File: src/rtl/rect_draw_engine_if.sv
// Draw-command handshake and pixel plot port shared by the game controller and the rectangle fill engine.
// The controller drives the command side; the engine drives the plot side and the busy/done status.
interface rect_draw_if #(
  parameter int X_W      = 8,
  parameter int Y_W      = 7,
  parameter int COLOUR_W = 3
);
  logic                req;
  logic                cmd_clear;
  logic [X_W-1:0]      cmd_x;
  logic [Y_W-1:0]      cmd_y;
  logic [X_W-1:0]      cmd_w;
  logic [Y_W-1:0]      cmd_h;
  logic [COLOUR_W-1:0] cmd_colour;
  logic                plot;
  logic [X_W-1:0]      plot_x;
  logic [Y_W-1:0]      plot_y;
  logic [COLOUR_W-1:0] plot_colour;
  logic                busy;
  logic                done;

  modport master (
    output req, cmd_clear, cmd_x, cmd_y, cmd_w, cmd_h, cmd_colour,
    input  plot, plot_x, plot_y, plot_colour, busy, done
  );

  modport slave (
    input  req, cmd_clear, cmd_x, cmd_y, cmd_w, cmd_h, cmd_colour,
    output plot, plot_x, plot_y, plot_colour, busy, done
  );
endinterface

File: src/rtl/rect_draw_engine.sv
// Rectangle fill engine: latches one command, sweeps it row-major at one pixel per clock into the
// plot port with off-screen clipping, then pulses done for one cycle. All outputs are registered.
module rect_draw_engine #(
  parameter int X_W      = 8,
  parameter int Y_W      = 7,
  parameter int COLOUR_W = 3,
  parameter int X_MAX    = 159,
  parameter int Y_MAX    = 119
) (
  input  logic        clk,
  input  logic        reset,
  rect_draw_if.slave  bus
);

  typedef enum logic [1:0] {
    S_IDLE = 2'd0,
    S_DRAW = 2'd1,
    S_DONE = 2'd2
  } state_t;

  localparam logic [X_W-1:0] CLR_W = X_W'(X_MAX + 1);
  localparam logic [Y_W-1:0] CLR_H = Y_W'(Y_MAX + 1);
  localparam logic [X_W:0]   X_LIM = (X_W+1)'(X_MAX);
  localparam logic [Y_W:0]   Y_LIM = (Y_W+1)'(Y_MAX);
  localparam logic [X_W-1:0] X_ONE = X_W'(1'b1);
  localparam logic [Y_W-1:0] Y_ONE = Y_W'(1'b1);

  state_t              r_state, w_state_nxt;
  logic [X_W-1:0]      r_x0, w_x0_nxt, r_w, w_w_nxt, r_cx, w_cx_nxt;
  logic [Y_W-1:0]      r_y0, w_y0_nxt, r_h, w_h_nxt, r_cy, w_cy_nxt;
  logic [COLOUR_W-1:0] r_colour, w_colour_nxt;
  logic                r_plot, w_plot_nxt, r_busy, w_busy_nxt, r_done, w_done_nxt;
  logic [X_W-1:0]      r_plot_x;
  logic [Y_W-1:0]      r_plot_y;
  logic [COLOUR_W-1:0] r_plot_colour;
  logic [X_W:0]        w_sum_x;
  logic [Y_W:0]        w_sum_y;

  // State, latched command, sweep counters and registered plot outputs
  always_ff @(posedge clk) begin
    if (reset) begin
      r_state       <= S_IDLE;
      r_x0          <= {X_W{1'b0}};
      r_y0          <= {Y_W{1'b0}};
      r_w           <= {X_W{1'b0}};
      r_h           <= {Y_W{1'b0}};
      r_colour      <= {COLOUR_W{1'b0}};
      r_cx          <= {X_W{1'b0}};
      r_cy          <= {Y_W{1'b0}};
      r_plot        <= 1'b0;
      r_plot_x      <= {X_W{1'b0}};
      r_plot_y      <= {Y_W{1'b0}};
      r_plot_colour <= {COLOUR_W{1'b0}};
      r_busy        <= 1'b0;
      r_done        <= 1'b0;
    end else begin
      r_state       <= w_state_nxt;
      r_x0          <= w_x0_nxt;
      r_y0          <= w_y0_nxt;
      r_w           <= w_w_nxt;
      r_h           <= w_h_nxt;
      r_colour      <= w_colour_nxt;
      r_cx          <= w_cx_nxt;
      r_cy          <= w_cy_nxt;
      r_plot        <= w_plot_nxt;
      r_plot_x      <= w_sum_x[X_W-1:0];
      r_plot_y      <= w_sum_y[Y_W-1:0];
      r_plot_colour <= w_colour_nxt;
      r_busy        <= w_busy_nxt;
      r_done        <= w_done_nxt;
    end
  end

  // Next state, next counters and the outputs for the pixel presented in the coming cycle
  always_comb begin
    w_state_nxt  = r_state;
    w_x0_nxt     = r_x0;
    w_y0_nxt     = r_y0;
    w_w_nxt      = r_w;
    w_h_nxt      = r_h;
    w_colour_nxt = r_colour;
    w_cx_nxt     = r_cx;
    w_cy_nxt     = r_cy;
    w_plot_nxt   = 1'b0;
    w_busy_nxt   = 1'b0;
    w_done_nxt   = 1'b0;
    case (r_state)
      S_IDLE: begin
        if (bus.req) begin
          if (bus.cmd_clear) begin
            w_x0_nxt = {X_W{1'b0}};
            w_y0_nxt = {Y_W{1'b0}};
            w_w_nxt  = CLR_W;
            w_h_nxt  = CLR_H;
          end else begin
            w_x0_nxt = bus.cmd_x;
            w_y0_nxt = bus.cmd_y;
            w_w_nxt  = bus.cmd_w;
            w_h_nxt  = bus.cmd_h;
          end
          w_colour_nxt = bus.cmd_colour;
          w_cx_nxt     = {X_W{1'b0}};
          w_cy_nxt     = {Y_W{1'b0}};
          if ((w_w_nxt == {X_W{1'b0}}) || (w_h_nxt == {Y_W{1'b0}})) begin
            w_state_nxt = S_DONE;
          end else begin
            w_state_nxt = S_DRAW;
          end
        end else begin
          w_state_nxt = S_IDLE;
        end
      end
      S_DRAW: begin
        // A dropped request abandons the sweep without a done pulse
        if (!bus.req) begin
          w_state_nxt = S_IDLE;
        end else if (r_cx == (r_w - X_ONE)) begin
          w_cx_nxt = {X_W{1'b0}};
          if (r_cy == (r_h - Y_ONE)) begin
            w_state_nxt = S_DONE;
          end else begin
            w_cy_nxt = r_cy + Y_ONE;
          end
        end else begin
          w_cx_nxt = r_cx + X_ONE;
        end
      end
      S_DONE: begin
        w_state_nxt = S_IDLE;
      end
      default: begin
        w_state_nxt = S_IDLE;
      end
    endcase

    w_sum_x = {1'b0, w_x0_nxt} + {1'b0, w_cx_nxt};
    w_sum_y = {1'b0, w_y0_nxt} + {1'b0, w_cy_nxt};
    if ((w_state_nxt == S_DRAW) && (w_sum_x <= X_LIM) && (w_sum_y <= Y_LIM)) begin
      w_plot_nxt = 1'b1;
    end else begin
      w_plot_nxt = 1'b0;
    end
    if (w_state_nxt != S_IDLE) begin
      w_busy_nxt = 1'b1;
    end else begin
      w_busy_nxt = 1'b0;
    end
    if (w_state_nxt == S_DONE) begin
      w_done_nxt = 1'b1;
    end else begin
      w_done_nxt = 1'b0;
    end
  end

  assign bus.plot        = r_plot;
  assign bus.plot_x      = r_plot_x;
  assign bus.plot_y      = r_plot_y;
  assign bus.plot_colour = r_plot_colour;
  assign bus.busy        = r_busy;
  assign bus.done        = r_done;

endmodule

File: src/flat_wrapper.sv
// flat-port wrapper written by rule: the top's interface ports become plain ports
module rect_draw_engine_flat 
#(
  parameter int X_W      = 8,
  parameter int Y_W      = 7,
  parameter int COLOUR_W = 3,
  parameter int X_MAX    = 159,
  parameter int Y_MAX    = 119
)
  (clk, reset, bus_req, bus_cmd_clear, bus_cmd_x, bus_cmd_y, bus_cmd_w, bus_cmd_h, bus_cmd_colour, bus_plot, bus_plot_x, bus_plot_y, bus_plot_colour, bus_busy, bus_done);
  rect_draw_if #(.X_W(X_W), .Y_W(Y_W), .COLOUR_W(COLOUR_W)) bus_i ();
  input  logic clk;
  input  logic reset;
  input wire logic [$bits(bus_i.req)-1:0] bus_req;
  input wire logic [$bits(bus_i.cmd_clear)-1:0] bus_cmd_clear;
  input wire logic [$bits(bus_i.cmd_x)-1:0] bus_cmd_x;
  input wire logic [$bits(bus_i.cmd_y)-1:0] bus_cmd_y;
  input wire logic [$bits(bus_i.cmd_w)-1:0] bus_cmd_w;
  input wire logic [$bits(bus_i.cmd_h)-1:0] bus_cmd_h;
  input wire logic [$bits(bus_i.cmd_colour)-1:0] bus_cmd_colour;
  output wire logic [$bits(bus_i.plot)-1:0] bus_plot;
  output wire logic [$bits(bus_i.plot_x)-1:0] bus_plot_x;
  output wire logic [$bits(bus_i.plot_y)-1:0] bus_plot_y;
  output wire logic [$bits(bus_i.plot_colour)-1:0] bus_plot_colour;
  output wire logic [$bits(bus_i.busy)-1:0] bus_busy;
  output wire logic [$bits(bus_i.done)-1:0] bus_done;
  assign bus_i.req = bus_req;
  assign bus_i.cmd_clear = bus_cmd_clear;
  assign bus_i.cmd_x = bus_cmd_x;
  assign bus_i.cmd_y = bus_cmd_y;
  assign bus_i.cmd_w = bus_cmd_w;
  assign bus_i.cmd_h = bus_cmd_h;
  assign bus_i.cmd_colour = bus_cmd_colour;
  assign bus_plot = bus_i.plot;
  assign bus_plot_x = bus_i.plot_x;
  assign bus_plot_y = bus_i.plot_y;
  assign bus_plot_colour = bus_i.plot_colour;
  assign bus_busy = bus_i.busy;
  assign bus_done = bus_i.done;
  rect_draw_engine #(.X_W(X_W), .Y_W(Y_W), .COLOUR_W(COLOUR_W), .X_MAX(X_MAX), .Y_MAX(Y_MAX)) u_core (.clk(clk), .reset(reset), .bus(bus_i));
endmodule
File: config.mk
export PLATFORM = sky130hd
export DESIGN_NAME = rect_draw_engine_flat
export DESIGN_NICKNAME = d
export VERILOG_FILES = /design/src/rtl/rect_draw_engine_if.sv /design/src/rtl/rect_draw_engine.sv /design/src/flat_wrapper.sv
export SDC_FILE = /design/constraint.sdc
export NUM_CORES = 1
export LEC_CHECK = 0
export CAP_MARGIN = 20
export CORE_MARGIN = 2
export CORE_UTILIZATION = 44
export CTS_CLUSTER_SIZE = 8
export DETAILED_ROUTE_END_ITERATION = 8
export GPL_ROUTABILITY_DRIVEN = 0
export HOLD_SLACK_MARGIN = 0.12
export PLACE_DENSITY = 0.67
export SYNTH_ARGS = -nofsm -noshare
export SYNTH_HDL_FRONTEND = slang
export SYNTH_SLANG_ARGS = --single-unit
File: constraint.sdc
create_clock -name clk -period 12.9 [get_ports clk]
set_input_delay 3.225 -clock clk [delete_from_list [all_inputs] [get_ports clk]]
set_output_delay 3.225 -clock clk [all_outputs]
set_load 0.01 [all_outputs]
==> results of run 1 <==
[worst max-delay path by stage]
stage,endpoint,slack [ns],cells after the start
2_1_floorplan,u_core.bus.plot,6.94,12
3_3_place_gp,u_core.bus.plot,6.18,13
3_5_place_dp,u_core.bus.plot,6.06,13
4_1_cts,u_core.bus.plot,6.41,13
5_1_grt,u_core.bus.plot,6.00,13
6_report,u_core.bus.plot,6.38,13
[kinds of logic after synthesis]
| family | after synthesis | share of synthesized area, % |
|---|---|---|
| AND/OR/NAND/NOR | 218 | 30.3 |
| adder cells (fa/ha/maj) | 21 | 7.11 |
| buffers and inverters | 38 | 3.88 |
| AO/OA/AOI/OAI | 81 | 15.3 |
| XOR/XNOR | 27 | 6.06 |
| multiplexers | 8 | 2.47 |
| flip-flops | 68 | 34.9 |
[layer usage]
metal | wire length, um | GRT usage, % | part of all wire, % | vias up
met2 | 4540 | 34.3 | 50 | 50
met5 | 0 | 0 | 0 | -
met4 | 80 | 5.48 | 0.88 | 0
li1 | - | - | - | 1739
met3 | 215 | 3.94 | 2.4 | 5
met1 | 4240 | 25.1 | 47 | 1621
[layout make-up]
type / count / area share (%)
Multi-Input combinational cell: 355 / 50.1
Sequential cell: 68 / 28.5
Timing Repair Buffer: 63 / 12.8
Tap cell: 108 / 2.83
Clock buffer: 10 / 2.67
Clock inverter: 6 / 2.36
Inverter: 10 / 0.785
[flip-flops by register name, indices dropped and copies added (netlist names), 3 cells and up]
name and count:
u_core.r_w 8, u_core.r_x0 8, u_core.r_colour 3, u_core.r_y0 7
u_core.r_cy 7, u_core.bus.plot_y 7, u_core.bus.plot_x 8, u_core.r_h 7
u_core.r_cx 8
[power by group]
part	internal [mW]	switching [mW]
combinational	0.0343	0.0345
sequential	0.217	0.00482
clock	0.129	0.0838
total	0.380	0.123
[placed cells by master (no fill, tap or decap), drive strengths merged, types with 6 or more instances in the layout]
cell and n:
nor2 29, nand3 19, ha 19, a311oi 6, nor4 6, dfxtp 68
inv 10, a31oi 13, nor2b 26, xnor2 19, buf 7, xor2 8
and3 8, nand2 60, nand3b 25, nor3 24, clkbuf 10, clkdlybuf4s50 56
a21oi 21
[per-stage QoR]
step	cells	setup WS [ns]	area [um2]	utilization, %	total power [mW]
floorplan	461	6.94	3910	-	0.269
global placement	604	6.18	4540	52.3	0.294
detailed placement	604	6.06	4540	52.3	0.296
CTS	620	6.41	4780	55.1	0.510
global route	620	6.00	4780	55.1	0.529
finish	620	6.38	4780	55.1	0.503
[critical path: cells and delay by family]
| kind | cells | cell delay [ns] |
|---|---|---|
| compound gates | 4 | 1.17 |
| simple gates | 5 | 1.15 |
| buf+inv | 2 | 0.70 |
| fa+ha+maj | 1 | 0.36 |
| mux | 1 | 0.15 |
==> impl_results.html, run 1 <==
<table>
<tr><th>Metric</th><th>Value</th></tr>
<tr><th colspan="2">Timing</th></tr>
<tr><td>Tmin final</td><td>6.52 ns</td></tr>
<tr><td>Final setup fails</td><td>0</td></tr>
<tr><td>Max-slew violation count</td><td>0</td></tr>
<tr><td>Clock Skew</td><td>0.00503 ns</td></tr>
<tr><td>Worst hold-check slack</td><td>0.459 ns</td></tr>
<tr><td>Setup repair after global routing missed its margin</td><td>no</td></tr>
<tr><td>Final setup TNS</td><td>0 ns</td></tr>
<tr><td>Max transition margin</td><td>50.0%</td></tr>
<tr><td>Slew at the pin closest to its max-slew limit</td><td>~0.75 ns</td></tr>
<tr><td>Highest clock rate</td><td>approximately 0.15 GHz</td></tr>
<tr><td>Final clock period utilization by the worst path</td><td>50.6%</td></tr>
<tr><td>Final hold violations</td><td>0</td></tr>
<tr><th colspan="2">Logic synthesis</th></tr>
<tr><td>Post-Syn Area</td><td>between 3000 and 4000 um2</td></tr>
<tr><td>Top cells by instance count after synthesis</td><td>sky130_fd_sc_hd__dfxtp_1, sky130_fd_sc_hd__nand2_1, sky130_fd_sc_hd__nor2_1, sky130_fd_sc_hd__nor2b_1, sky130_fd_sc_hd__nand3b_1</td></tr>
<tr><td>Share of the synthesized area in the top cell type</td><td>34.9%</td></tr>
<tr><td>Cell count after synthesis</td><td>461</td></tr>
<tr><td>Cell taking the most area after synthesis</td><td>sky130_fd_sc_hd__dfxtp_1</td></tr>
<tr><td>Top cells by area in the synthesized netlist</td><td>sky130_fd_sc_hd__dfxtp_1, sky130_fd_sc_hd__ha_1, sky130_fd_sc_hd__nand2_1</td></tr>
<tr><td>Ys Warns</td><td>0</td></tr>
<tr><td>Average size of a mapped cell</td><td>approximately 8.5 um2</td></tr>
<tr><td>Synth unique cells</td><td>59</td></tr>
<tr><td>Post-Syn Nets</td><td>519</td></tr>
<tr><td>Async set-reset flop share out of synthesis</td><td>0%</td></tr>
<tr><td>Most common cell in the netlist</td><td>sky130_fd_sc_hd__dfxtp_1</td></tr>
<tr><td>FF+latch count, synth</td><td>68</td></tr>
<tr><td>Post-synth EDFFs</td><td>0</td></tr>
<tr><td>Most used flip-flop cell after synthesis</td><td>sky130_fd_sc_hd__dfxtp_1</td></tr>
<tr><td>Register area share after synthesis</td><td>34.9%</td></tr>
<tr><th colspan="2">Cells and area</th></tr>
<tr><td>Antenna diode instance count</td><td>0</td></tr>
<tr><td>Growth of design area from synthesis to finish</td><td>22.4%</td></tr>
<tr><td>Fillcell total</td><td>around 820</td></tr>
<tr><td>Total Nets Final</td><td>565</td></tr>
<tr><td>Sequential cell area in the final layout</td><td>1360 um2</td></tr>
<tr><td>Area of the multi-input gates</td><td>2390 um2</td></tr>
<tr><td>Fraction of final layout cells sized beyond drive strength 1</td><td>8.01%</td></tr>
<tr><th colspan="2">Route</th></tr>
<tr><td>Detailed-route vias per instance</td><td>5.51</td></tr>
<tr><td>Wire per inst</td><td>14.6 um</td></tr>
<tr><td>Detailed router's first-iteration violation count</td><td>117</td></tr>
<tr><td>Post-detailed-route DRC marker count</td><td>0</td></tr>
<tr><td>Detailed-router iteration count before antenna repair</td><td>4</td></tr>
<tr><td>DR vias</td><td>3415</td></tr>
<tr><td>Routed Antenna Nets</td><td>0</td></tr>
<tr><td>Detailed-route wire length</td><td>9080 um</td></tr>
<tr><th colspan="2">Critical path</th></tr>
<tr><td>Max incr delay on CP</td><td>0.56 ns</td></tr>
<tr><td>Number of cells on the worst reg-to-reg path</td><td>14</td></tr>
<tr><td>Class of the most critical setup path</td><td>primary input to flip-flop</td></tr>
<tr><td>Maximum net fanout on the critical path</td><td>16</td></tr>
<tr><td>Capturing point of the worst reg2reg path</td><td>u_core.bus.plot</td></tr>
<tr><td>Highest-delay cell along the critical path</td><td>sky130_fd_sc_hd__a2111oi_0</td></tr>
<tr><td>Critical Path Start Type</td><td>primary input</td></tr>
<tr><td>Worst EP arrival</td><td>6.76 ns</td></tr>
<tr><td>Most numerous cell on the critical path</td><td>sky130_fd_sc_hd__a2111oi_0</td></tr>
<tr><td>Worst setup path startpoint</td><td>bus_req</td></tr>
<tr><td>FF-to-FF setup slack</td><td>slightly above 8 ns</td></tr>
<tr><td>Critical Path RT</td><td>approximately 13 ns</td></tr>
<tr><td>Worst reg2reg path startpoint</td><td>u_core.r_w[0]</td></tr>
<tr><td>Endpoint kind of the worst setup timing path</td><td>flip-flop</td></tr>
<tr><td>Critical-path cell list</td><td>clkdlybuf4s50_1 &gt; nor2b_1 &gt; buf_4 &gt; and2_0 &gt; and4_1 &gt; nand3_2 &gt; mux2i_1 &gt; ha_1 &gt; a21oi_1 &gt; o211a_1 &gt; a2111oi_0 &gt; nor4_1 &gt; a2111oi_0</td></tr>
<tr><th colspan="2">Die</th></tr>
<tr><td>Core region area</td><td>slightly below 9000 um2</td></tr>
<tr><td>Die extent in x</td><td>98.2 um</td></tr>
<tr><td>Starting density of the core</td><td>about 45%</td></tr>
<tr><td>Total I/O pin count</td><td>58</td></tr>
<tr><td>Overall die area</td><td>just under 10000 um2</td></tr>
<tr><td>Site row count</td><td>34</td></tr>
<tr><td>Die boundary height</td><td>98.2 um</td></tr>
<tr><th colspan="2">Clock network</th></tr>
<tr><td>Clock transition at the register clock pins on the worst setup and hold paths after CTS</td><td>roughly 0.080 ns</td></tr>
<tr><td>Clock tree root buffer cell</td><td>sky130_fd_sc_hd__clkbuf_8</td></tr>
<tr><td>Count of clock tree sinks</td><td>slightly below 70</td></tr>
<tr><td>Postcts setup bufs</td><td>0</td></tr>
<tr><td>CTS Buf Count</td><td>9</td></tr>
<tr><td>Maximum number of buffers from clock root to sink</td><td>2</td></tr>
<tr><td>TritonCTS clock tree</td><td>done</td></tr>
<tr><td>Clock Latency Late Sink</td><td>0.34 ns</td></tr>
<tr><td>Quantity of hold-fixing buffers added after cts</td><td>0</td></tr>
<tr><td>CTS H-tree depth</td><td>3</td></tr>
<tr><td>Count of instances resized after the clock tree is built</td><td>0</td></tr>
<tr><th colspan="2">Worst hold path</th></tr>
<tr><td>Number of instances on the worst hold path</td><td>2</td></tr>
<tr><td>Type of the most critical hold path</td><td>flip-flop to flip-flop</td></tr>
<tr><td>Origin of the worst min-delay path</td><td>u_core.r_colour[0]</td></tr>
<tr><td>Worst-case hold path end point</td><td>u_core.r_colour[0]</td></tr>
<tr><th colspan="2">Placement</th></tr>
<tr><td>Dpl hpwl</td><td>6570 um</td></tr>
<tr><td>Count of buffers inserted at the top-level ports</td><td>57</td></tr>
<tr><th colspan="2">Run</th></tr>
<tr><td>Max-cap violation count</td><td>0</td></tr>
<tr><th colspan="2">Power and ir drop</th></tr>
<tr><td>Cell Pwr Density</td><td>105 nW/um2</td></tr>
<tr><td>Static leakage</td><td>1.94 nW</td></tr>
<tr><td>Maximum resistive drop on vdd</td><td>0.0000647 V</td></tr>
<tr><th colspan="2">GRT</th></tr>
<tr><td>Global-route total usage across every layer</td><td>between 15 and 20%</td></tr>
<tr><td>Initial antenna violation count</td><td>0</td></tr>
<tr><td>Global-route wire length before repair</td><td>15600 um</td></tr>
<tr><td>Maximum number of pins on one net before global-route repair</td><td>about 70</td></tr>
<tr><td>Overall overflow remaining after global route</td><td>0</td></tr>
<tr><td>Vias in the first global route</td><td>between 3000 and 4000</td></tr>
<tr><th colspan="2">Outcome</th></tr>
<tr><td>Result of the run</td><td>finished, final reports clean</td></tr>
</table>
No activity file was read; power rests on OpenSTA's default activity.
==> run 2: changes to the inputs <==
--- a/config.mk
+++ b/config.mk
@@ -12,7 +12,7 @@
 export DETAILED_ROUTE_END_ITERATION = 8
 export GPL_ROUTABILITY_DRIVEN = 0
 export HOLD_SLACK_MARGIN = 0.12
-export PLACE_DENSITY = 0.67
+export PLACE_DENSITY = 0.7
 export SYNTH_ARGS = -nofsm -noshare
 export SYNTH_HDL_FRONTEND = slang
 export SYNTH_SLANG_ARGS = --single-unit
==> constraint.sdc (replaced) <==
create_clock -name clk -period 5.81 [get_ports clk]
set_input_delay 1.4525 -clock clk [delete_from_list [all_inputs] [get_ports clk]]
set_output_delay 1.4525 -clock clk [all_outputs]
set_load 0.01 [all_outputs]
==> run 2 against run 1 <==
  * Final cell count grew 0.32%
  * Combinational power grew 120%
  * Count of clock-buffer cells in the layout grew 2
  * Design area shrank 0.10%
  * Largest power group unchanged
==> impl_results.html, run 2 (same netlist as run 1, synthesis figures left out) <==
<table>
<tr><th>Metric</th><th>Value</th></tr>
<tr><th colspan="2">Placement</th></tr>
<tr><td>Count of buffers inserted at the top-level ports</td><td>57 (unchanged)</td></tr>
<tr><td>Post-placement cell area</td><td>4550 um2 (+0.33%)</td></tr>
<tr><td>Dpl hpwl</td><td>6800 um (+3.6%)</td></tr>
<tr><th colspan="2">Cells and area</th></tr>
<tr><td>Fillcell total</td><td>797 (-2.7%)</td></tr>
<tr><td>Antenna diode instance count</td><td>0 (unchanged)</td></tr>
<tr><td>Final design instance area without fill</td><td>4770 um2 (-0.10%)</td></tr>
<tr><td>Total Nets Final</td><td>567 (+0.35%)</td></tr>
<tr><td>Leading cell type in the layout, fill and taps excluded</td><td>sky130_fd_sc_hd__dfxtp_1</td></tr>
<tr><td>Growth of design area from synthesis to finish</td><td>22.3%</td></tr>
<tr><td>Fraction of final layout cells sized beyond drive strength 1</td><td>8.56% (+0.55 points)</td></tr>
<tr><td>Most used cells in the layout excluding fill and tap cells</td><td>sky130_fd_sc_hd__dfxtp_1, sky130_fd_sc_hd__nand2_1, sky130_fd_sc_hd__clkdlybuf4s50_1</td></tr>
<tr><th colspan="2">Route</th></tr>
<tr><td>Detailed router's first-iteration violation count</td><td>119 (+1.7%)</td></tr>
<tr><td>Detailed-route wire length</td><td>9180 um (+1.1%)</td></tr>
<tr><td>Detailed-router iteration count before antenna repair</td><td>4 (unchanged)</td></tr>
<tr><td>Post-detailed-route DRC marker count</td><td>0 (unchanged)</td></tr>
<tr><td>Detailed-route vias per instance</td><td>5.54 (+0.61%)</td></tr>
<tr><td>DR vias</td><td>3447 (+0.94%)</td></tr>
<tr><td>Routed Antenna Nets</td><td>0 (unchanged)</td></tr>
<tr><td>Wire per inst</td><td>14.8 um (+0.82%)</td></tr>
<tr><th colspan="2">Run</th></tr>
<tr><td>Max-cap violation count</td><td>0 (unchanged)</td></tr>
<tr><th colspan="2">Die</th></tr>
<tr><td>Overall die area</td><td>9640 um2 (unchanged)</td></tr>
<tr><td>Total I/O pin count</td><td>58 (unchanged)</td></tr>
<tr><td>Die extent in x</td><td>98.2 um (unchanged)</td></tr>
<tr><td>Site row count</td><td>34 (unchanged)</td></tr>
<tr><td>Starting density of the core</td><td>45.0% (unchanged)</td></tr>
<tr><td>Core region area</td><td>8680 um2 (unchanged)</td></tr>
<tr><td>Die boundary height</td><td>98.2 um (unchanged)</td></tr>
<tr><th colspan="2">Critical path</th></tr>
<tr><td>Worst EP arrival</td><td>5.08 ns (-1.68 ns)</td></tr>
<tr><td>Highest-delay cell along the critical path</td><td>sky130_fd_sc_hd__a2111oi_0</td></tr>
<tr><td>Critical-path cell list</td><td>clkdlybuf4s50_1 &gt; nor2b_1 &gt; nand2b_1 &gt; nand2_1 &gt; nand2_1 &gt; ha_1 &gt; fa_1 &gt; a21o_1 &gt; a21oi_1 &gt; nor4_1 &gt; a2111oi_0 &gt; nor4_1 &gt; a2111oi_0</td></tr>
<tr><td>Critical Path Start Type</td><td>primary input</td></tr>
<tr><td>Critical Path RT</td><td>6.04 ns (-7.09 ns)</td></tr>
<tr><td>Class of the most critical setup path</td><td>primary input to flip-flop</td></tr>
<tr><td>Maximum net fanout on the critical path</td><td>12 (-4)</td></tr>
<tr><td>Endpoint kind of the worst setup timing path</td><td>flip-flop</td></tr>
<tr><td>Max incr delay on CP</td><td>0.57 ns (about the same)</td></tr>
<tr><th colspan="2">Power and ir drop</th></tr>
<tr><td>Maximum resistive drop on vdd</td><td>0.0000930 V (+44%)</td></tr>
<tr><td>Cell Pwr Density</td><td>224 nW/um2 (+110%)</td></tr>
<tr><td>Static leakage</td><td>1.94 nW (about the same)</td></tr>
<tr><td>Final total power</td><td>1.07 mW (+110%)</td></tr>
<tr><th colspan="2">Timing</th></tr>
<tr><td>Clock Skew</td><td>0.0119 ns (+0.00683 ns)</td></tr>
<tr><td>Final clock period utilization by the worst path</td><td>83.4%</td></tr>
<tr><td>Max transition margin</td><td>55.7% (+5.7 points)</td></tr>
<tr><td>Max-slew violation count</td><td>0 (unchanged)</td></tr>
<tr><td>Final setup fails</td><td>0 (unchanged)</td></tr>
<tr><td>Tmin final</td><td>4.85 ns</td></tr>
<tr><td>Highest clock rate</td><td>around 0.21 GHz</td></tr>
<tr><td>Final hold violations</td><td>0 (unchanged)</td></tr>
<tr><td>Setup repair after global routing missed its margin</td><td>no</td></tr>
<tr><td>Slew at the pin closest to its max-slew limit</td><td>0.648 ns (-0.102 ns)</td></tr>
<tr><td>Final setup TNS</td><td>0 ns (unchanged)</td></tr>
<tr><th colspan="2">GRT</th></tr>
<tr><td>Global-route wire length before repair</td><td>16000 um (+2.9%)</td></tr>
<tr><td>Maximum number of pins on one net before global-route repair</td><td>40 (-44%)</td></tr>
<tr><td>Vias in the first global route</td><td>3508 (+5.6%)</td></tr>
<tr><td>Overall overflow remaining after global route</td><td>0 (unchanged)</td></tr>
<tr><td>Initial antenna violation count</td><td>0 (unchanged)</td></tr>
<tr><td>Global-route total usage across every layer</td><td>20.0% (+0.29 points)</td></tr>
<tr><th colspan="2">Clock network</th></tr>
<tr><td>CTS H-tree depth</td><td>3 (unchanged)</td></tr>
<tr><td>Count of clock tree sinks</td><td>68 (unchanged)</td></tr>
<tr><td>Count of instances resized after the clock tree is built</td><td>0 (unchanged)</td></tr>
<tr><td>Clock Latency Late Sink</td><td>0.35 ns (about the same)</td></tr>
<tr><td>Clock tree root buffer cell</td><td>sky130_fd_sc_hd__clkbuf_8</td></tr>
<tr><td>Quantity of hold-fixing buffers added after cts</td><td>0 (unchanged)</td></tr>
<tr><td>Clock transition at the register clock pins on the worst setup and hold paths after CTS</td><td>0.08 ns (about the same)</td></tr>
<tr><td>CTS Buf Count</td><td>9 (unchanged)</td></tr>
<tr><td>Maximum number of buffers from clock root to sink</td><td>2 (unchanged)</td></tr>
<tr><td>TritonCTS clock tree</td><td>done</td></tr>
<tr><td>Postcts setup bufs</td><td>0 (unchanged)</td></tr>
<tr><th colspan="2">Worst hold path</th></tr>
<tr><td>Type of the most critical hold path</td><td>flip-flop to flip-flop</td></tr>
<tr><th colspan="2">Outcome</th></tr>
<tr><td>Result of the run</td><td>finished, final reports clean</td></tr>
</table>
==> run 2: changes by cell type in the layout (fill, tap and decap cells not counted) <==
| cell | delta |
|---|---|
| sky130_fd_sc_hd__clkinv_2 | -1 |
| sky130_fd_sc_hd__clkbuf_1 | -1 |
| sky130_fd_sc_hd__clkbuf_8 | +3 |
| sky130_fd_sc_hd__inv_6 | +1 |
| sky130_fd_sc_hd__bufinv_16 | -2 |
| sky130_fd_sc_hd__clkinv_4 | -1 |
| sky130_fd_sc_hd__clkinvlp_4 | +1 |
| sky130_fd_sc_hd__buf_4 | +2 |
==> run 2: power by group <==
| part | switching (mW) | leakage, nW | internal (mW) | total (mW) |
|---|---|---|---|---|
| Combinational | 0.0766 | 1.28 | 0.0773 | 0.154 |
| Sequential | 0.0109 | 0.554 | 0.482 | 0.493 |
| Clock | 0.188 | 0.109 | 0.236 | 0.424 |
==> run 2: per-stage QoR <==
stage | util (%) | hold WS [ns] | cells | setup WS [ns]
finish | 55.0 | 0.462 | 622 | 0.963
global route | 55.0 | 0.494 | 622 | 0.501
CTS | 55.0 | 0.464 | 622 | 0.956
detailed placement | 52.5 | 0.452 | 606 | 0.606
global placement | 52.5 | 0.441 | 606 | 0.827
floorplan | - | 0.445 | 461 | 1.62
==> run 2: routing by layer <==
layer / vias to the layer above / GRT usage, % / share of wire, %
li1: 1750 / - / -
met1: 1627 / 24.3 / 46
met2: 55 / 35.5 / 50
met3: 15 / 3.94 / 2.7
met4: 0 / 6.85 / 1.9
met5: - / 0 / 0
==> run 2: critical path, delay by kind of cell <==
kind / cells / cell delay [ns]
compound gates: 4 / 1.33
buf+inv: 1 / 0.47
fa+ha+maj: 2 / 0.61
simple gates: 6 / 1.19
==> run 2: area by class of cell <==
type	count	area, um2	area share (%)
repair buffers	65	626	13.1
clock buffers	12	165	3.46
inverters	10	37.5	0.786
multi-input cells	355	2390	50.2
flip-flops and latches	68	1360	28.5
well taps	108	135	2.83
clock inverters	4	55.1	1.15
==> run 2: final timing paths <==
check                      from            endpoint  slack (ns)  cells past startpoint
max                     bus_req     u_core.bus.plot        0.96                     13
max reg2reg       u_core.r_w[0]     u_core.bus.plot        1.09                     14
min          u_core.r_colour[1]  u_core.r_colour[1]        0.46                      2
min reg2reg  u_core.r_colour[1]  u_core.r_colour[1]        0.46                      2
==> run 3: changes to the inputs <==
--- a/config.mk
+++ b/config.mk
@@ -12,7 +12,7 @@
 export DETAILED_ROUTE_END_ITERATION = 8
 export GPL_ROUTABILITY_DRIVEN = 0
 export HOLD_SLACK_MARGIN = 0.12
-export PLACE_DENSITY = 0.7
+export PLACE_DENSITY = 0.67
 export SYNTH_ARGS = -nofsm -noshare
 export SYNTH_HDL_FRONTEND = slang
 export SYNTH_SLANG_ARGS = --single-unit
==> constraint.sdc (replaced) <==
create_clock -name clk -period 4.7 [get_ports clk]
set_input_delay 1.175 -clock clk [delete_from_list [all_inputs] [get_ports clk]]
set_output_delay 1.175 -clock clk [all_outputs]
set_load 0.01 [all_outputs]
==> run 3 against run 2 <==
  * Sequential cell count unchanged
  * Critical path depth rose by 1
  * Die area is the same
  * Critical endpoint unchanged
  * Wire length fell by 0.25%
  * Total power up 13%
  * Global-route usage down 0.23 points
  * Sequential power increased by 24%
  * Clock power decreased by 4%
  * Final cell count is 0.48% higher
  * Non-clock buffer count increased by 4
  * Largest cell class unchanged
  * Sequential share of layout area increased by 0.17 points
  * First-iteration DRC count grew 29%
==> impl_results.html, run 3 (same netlist as run 1, synthesis figures left out) <==
<table>
<tr><th>Metric</th><th>Value</th></tr>
<tr><th colspan="2">Outcome</th></tr>
<tr><td>Result of the run</td><td>finished, final reports clean</td></tr>
<tr><th colspan="2">Route</th></tr>
<tr><td>DR vias</td><td>3437 (-0.29%)</td></tr>
<tr><td>Post-detailed-route DRC marker count</td><td>0 (unchanged)</td></tr>
<tr><td>Detailed-route wire length</td><td>9160 um (-0.25%)</td></tr>
<tr><td>Wire per inst</td><td>14.7 um (-0.73%)</td></tr>
<tr><td>Detailed-route vias per instance</td><td>5.50 (-0.77%)</td></tr>
<tr><td>Detailed router's first-iteration violation count</td><td>154 (+29%)</td></tr>
<tr><td>Detailed-router iteration count before antenna repair</td><td>4 (unchanged)</td></tr>
<tr><td>Routed Antenna Nets</td><td>0 (unchanged)</td></tr>
<tr><th colspan="2">Timing</th></tr>
<tr><td>Max-slew violation count</td><td>0 (unchanged)</td></tr>
<tr><td>Slew at the pin closest to its max-slew limit</td><td>0.809 ns (+0.161 ns)</td></tr>
<tr><td>Final hold violations</td><td>0 (unchanged)</td></tr>
<tr><td>Max transition margin</td><td>46.1% (-9.6 points)</td></tr>
<tr><td>Clock Skew</td><td>0.00629 ns (-0.00558 ns)</td></tr>
<tr><td>Worst hold-check slack</td><td>0.459 ns (-0.00293 ns)</td></tr>
<tr><td>Highest clock rate</td><td>0.232 GHz</td></tr>
<tr><td>Final setup TNS</td><td>0 ns (unchanged)</td></tr>
<tr><td>Final setup fails</td><td>0 (unchanged)</td></tr>
<tr><td>Final clock period utilization by the worst path</td><td>91.8%</td></tr>
<tr><td>Tmin final</td><td>4.32 ns</td></tr>
<tr><td>Setup repair after global routing missed its margin</td><td>no</td></tr>
<tr><th colspan="2">GRT</th></tr>
<tr><td>Global-route wire length before repair</td><td>15700 um (-1.8%)</td></tr>
<tr><td>Initial antenna violation count</td><td>0 (unchanged)</td></tr>
<tr><td>Overall overflow remaining after global route</td><td>0 (unchanged)</td></tr>
<tr><td>Maximum number of pins on one net before global-route repair</td><td>43 (+7.5%)</td></tr>
<tr><td>Global-route total usage across every layer</td><td>19.8% (-0.23 points)</td></tr>
<tr><td>Vias in the first global route</td><td>3312 (-5.6%)</td></tr>
<tr><th colspan="2">Clock network</th></tr>
<tr><td>Count of clock tree sinks</td><td>68 (unchanged)</td></tr>
<tr><td>Quantity of hold-fixing buffers added after cts</td><td>0 (unchanged)</td></tr>
<tr><td>Clock Latency Late Sink</td><td>0.34 ns (about the same)</td></tr>
<tr><td>CTS H-tree depth</td><td>3 (unchanged)</td></tr>
<tr><td>CTS Buf Count</td><td>9 (unchanged)</td></tr>
<tr><td>Count of instances resized after the clock tree is built</td><td>0 (unchanged)</td></tr>
<tr><td>Maximum number of buffers from clock root to sink</td><td>2 (unchanged)</td></tr>
<tr><td>Clock transition at the register clock pins on the worst setup and hold paths after CTS</td><td>0.08 ns (about the same)</td></tr>
<tr><td>Postcts setup bufs</td><td>0 (unchanged)</td></tr>
<tr><td>TritonCTS clock tree</td><td>done</td></tr>
<tr><td>Clock tree root buffer cell</td><td>sky130_fd_sc_hd__clkbuf_8</td></tr>
<tr><th colspan="2">Critical path</th></tr>
<tr><td>Most numerous cell on the critical path</td><td>sky130_fd_sc_hd__nor4_1</td></tr>
<tr><td>Highest-delay cell along the critical path</td><td>sky130_fd_sc_hd__or4_4</td></tr>
<tr><td>Class of the most critical setup path</td><td>flip-flop to flip-flop</td></tr>
<tr><td>Number of buffer and inverter stages on the critical path</td><td>0 (-1)</td></tr>
<tr><td>Maximum net fanout on the critical path</td><td>5 (-7)</td></tr>
<tr><td>Critical-path cell list</td><td>or4_4 &gt; and4bb_1 &gt; a311oi_2 &gt; a2111o_1 &gt; o211ai_1 &gt; nand3_1 &gt; ha_1 &gt; fa_1 &gt; a21o_1 &gt; a21oi_1 &gt; nor4_1 &gt; a2111oi_2 &gt; nor4_1 &gt; a2111oi_0</td></tr>
<tr><td>Endpoint kind of the worst setup timing path</td><td>flip-flop</td></tr>
<tr><td>Cell family with most CP delay</td><td>compound AO/OA/AOI/OAI gates</td></tr>
<tr><td>Worst EP arrival</td><td>4.53 ns (-0.55 ns)</td></tr>
<tr><td>Critical Path RT</td><td>4.91 ns (-1.13 ns)</td></tr>
<tr><td>Max incr delay on CP</td><td>0.56 ns (about the same)</td></tr>
<tr><td>Critical Path Start Type</td><td>flip-flop</td></tr>
<tr><th colspan="2">Worst hold path</th></tr>
<tr><td>Type of the most critical hold path</td><td>flip-flop to flip-flop</td></tr>
<tr><th colspan="2">Placement</th></tr>
<tr><td>Count of buffers inserted at the top-level ports</td><td>57 (unchanged)</td></tr>
<tr><td>Dpl hpwl</td><td>6840 um (+0.46%)</td></tr>
<tr><th colspan="2">Power and ir drop</th></tr>
<tr><td>Static leakage</td><td>1.94 nW (-0.24%)</td></tr>
<tr><td>Maximum resistive drop on vdd</td><td>0.000122 V (+32%)</td></tr>
<tr><td>Cell Pwr Density</td><td>254 nW/um2 (+13%)</td></tr>
<tr><th colspan="2">Cells and area</th></tr>
<tr><td>Sequential cell area in the final layout</td><td>1360 um2 (unchanged)</td></tr>
<tr><td>Area of the multi-input gates</td><td>2400 um2 (+0.26%)</td></tr>
<tr><td>Most used cells in the layout excluding fill and tap cells</td><td>sky130_fd_sc_hd__dfxtp_1, sky130_fd_sc_hd__nand2_1, sky130_fd_sc_hd__clkdlybuf4s50_1</td></tr>
<tr><td>Fillcell total</td><td>834 (+4.6%)</td></tr>
<tr><td>Growth of design area from synthesis to finish</td><td>21.6%</td></tr>
<tr><td>Total Nets Final</td><td>571 (+0.71%)</td></tr>
<tr><td>Leading cell type in the layout, fill and taps excluded</td><td>sky130_fd_sc_hd__dfxtp_1</td></tr>
<tr><td>Antenna diode instance count</td><td>0 (unchanged)</td></tr>
<tr><td>Fraction of final layout cells sized beyond drive strength 1</td><td>9.28% (+0.72 points)</td></tr>
<tr><th colspan="2">Die</th></tr>
<tr><td>Overall die area</td><td>9640 um2 (unchanged)</td></tr>
<tr><td>Site row count</td><td>34 (unchanged)</td></tr>
<tr><td>Die extent in x</td><td>98.2 um (unchanged)</td></tr>
<tr><td>Total I/O pin count</td><td>58 (unchanged)</td></tr>
<tr><td>Starting density of the core</td><td>45.0% (unchanged)</td></tr>
<tr><td>Core region area</td><td>8680 um2 (unchanged)</td></tr>
<tr><td>Die boundary height</td><td>98.2 um (unchanged)</td></tr>
<tr><th colspan="2">Run</th></tr>
<tr><td>Max-cap violation count</td><td>0 (unchanged)</td></tr>
</table>
run 3: layout make-up:
type | count | area share (%)
Timing Repair Buffer | 69 | 13.8
Multi-Input combinational cell | 355 | 50.6
Inverter | 10 | 0.791
Clock inverter | 6 | 0.685
Tap cell | 108 | 2.85
Sequential cell | 68 | 28.7
Clock buffer | 9 | 2.61
run 3: final timing paths:
| kind | from | endpoint | slack (ns) | cells past startpoint |
|---|---|---|---|---|
| max | u_core.r_w[0] | u_core.bus.plot | 0.38 | 14 |
| max reg2reg | u_core.r_w[0] | u_core.bus.plot | 0.38 | 14 |
| min | u_core.r_colour[2] | u_core.r_colour[2] | 0.46 | 2 |
| min reg2reg | u_core.r_colour[2] | u_core.r_colour[2] | 0.46 | 2 |
run 3: worst register-to-register path, delay by kind of cell (launching register included):
kind | cells | cell delay [ns]
adders and majority gates | 2 | 0.67
AOI/OAI and AO/OA | 7 | 1.94
DFF | 1 | 0.35
and+or+nand+nor | 5 | 1.24
run 3: metrics by stage:
stage	cell area, um2	cells	utilization, %	setup WS [ns]	power [mW]
floorplan	3910	461	-	0.588	0.737
global placement	4580	610	52.8	0.283	0.810
detailed placement	4580	610	52.8	0.162	0.815
CTS	4740	625	54.6	0.227	1.22
global route	4750	625	54.7	0.0879	1.27
finish	4750	625	54.7	0.383	1.21
run 3: routing by layer:
metal | GRT usage [%] | routed length, um
met1 | 26.3 | 4310
met2 | 33.5 | 4480
met3 | 2.43 | 233
met4 | 6.74 | 138
met5 | 0 | 0
run 3: report_power, final:
part	switching [mW]	internal (mW)
Sequential	0.0135	0.596
Combinational	0.0945	0.0969
Clock	0.223	0.184
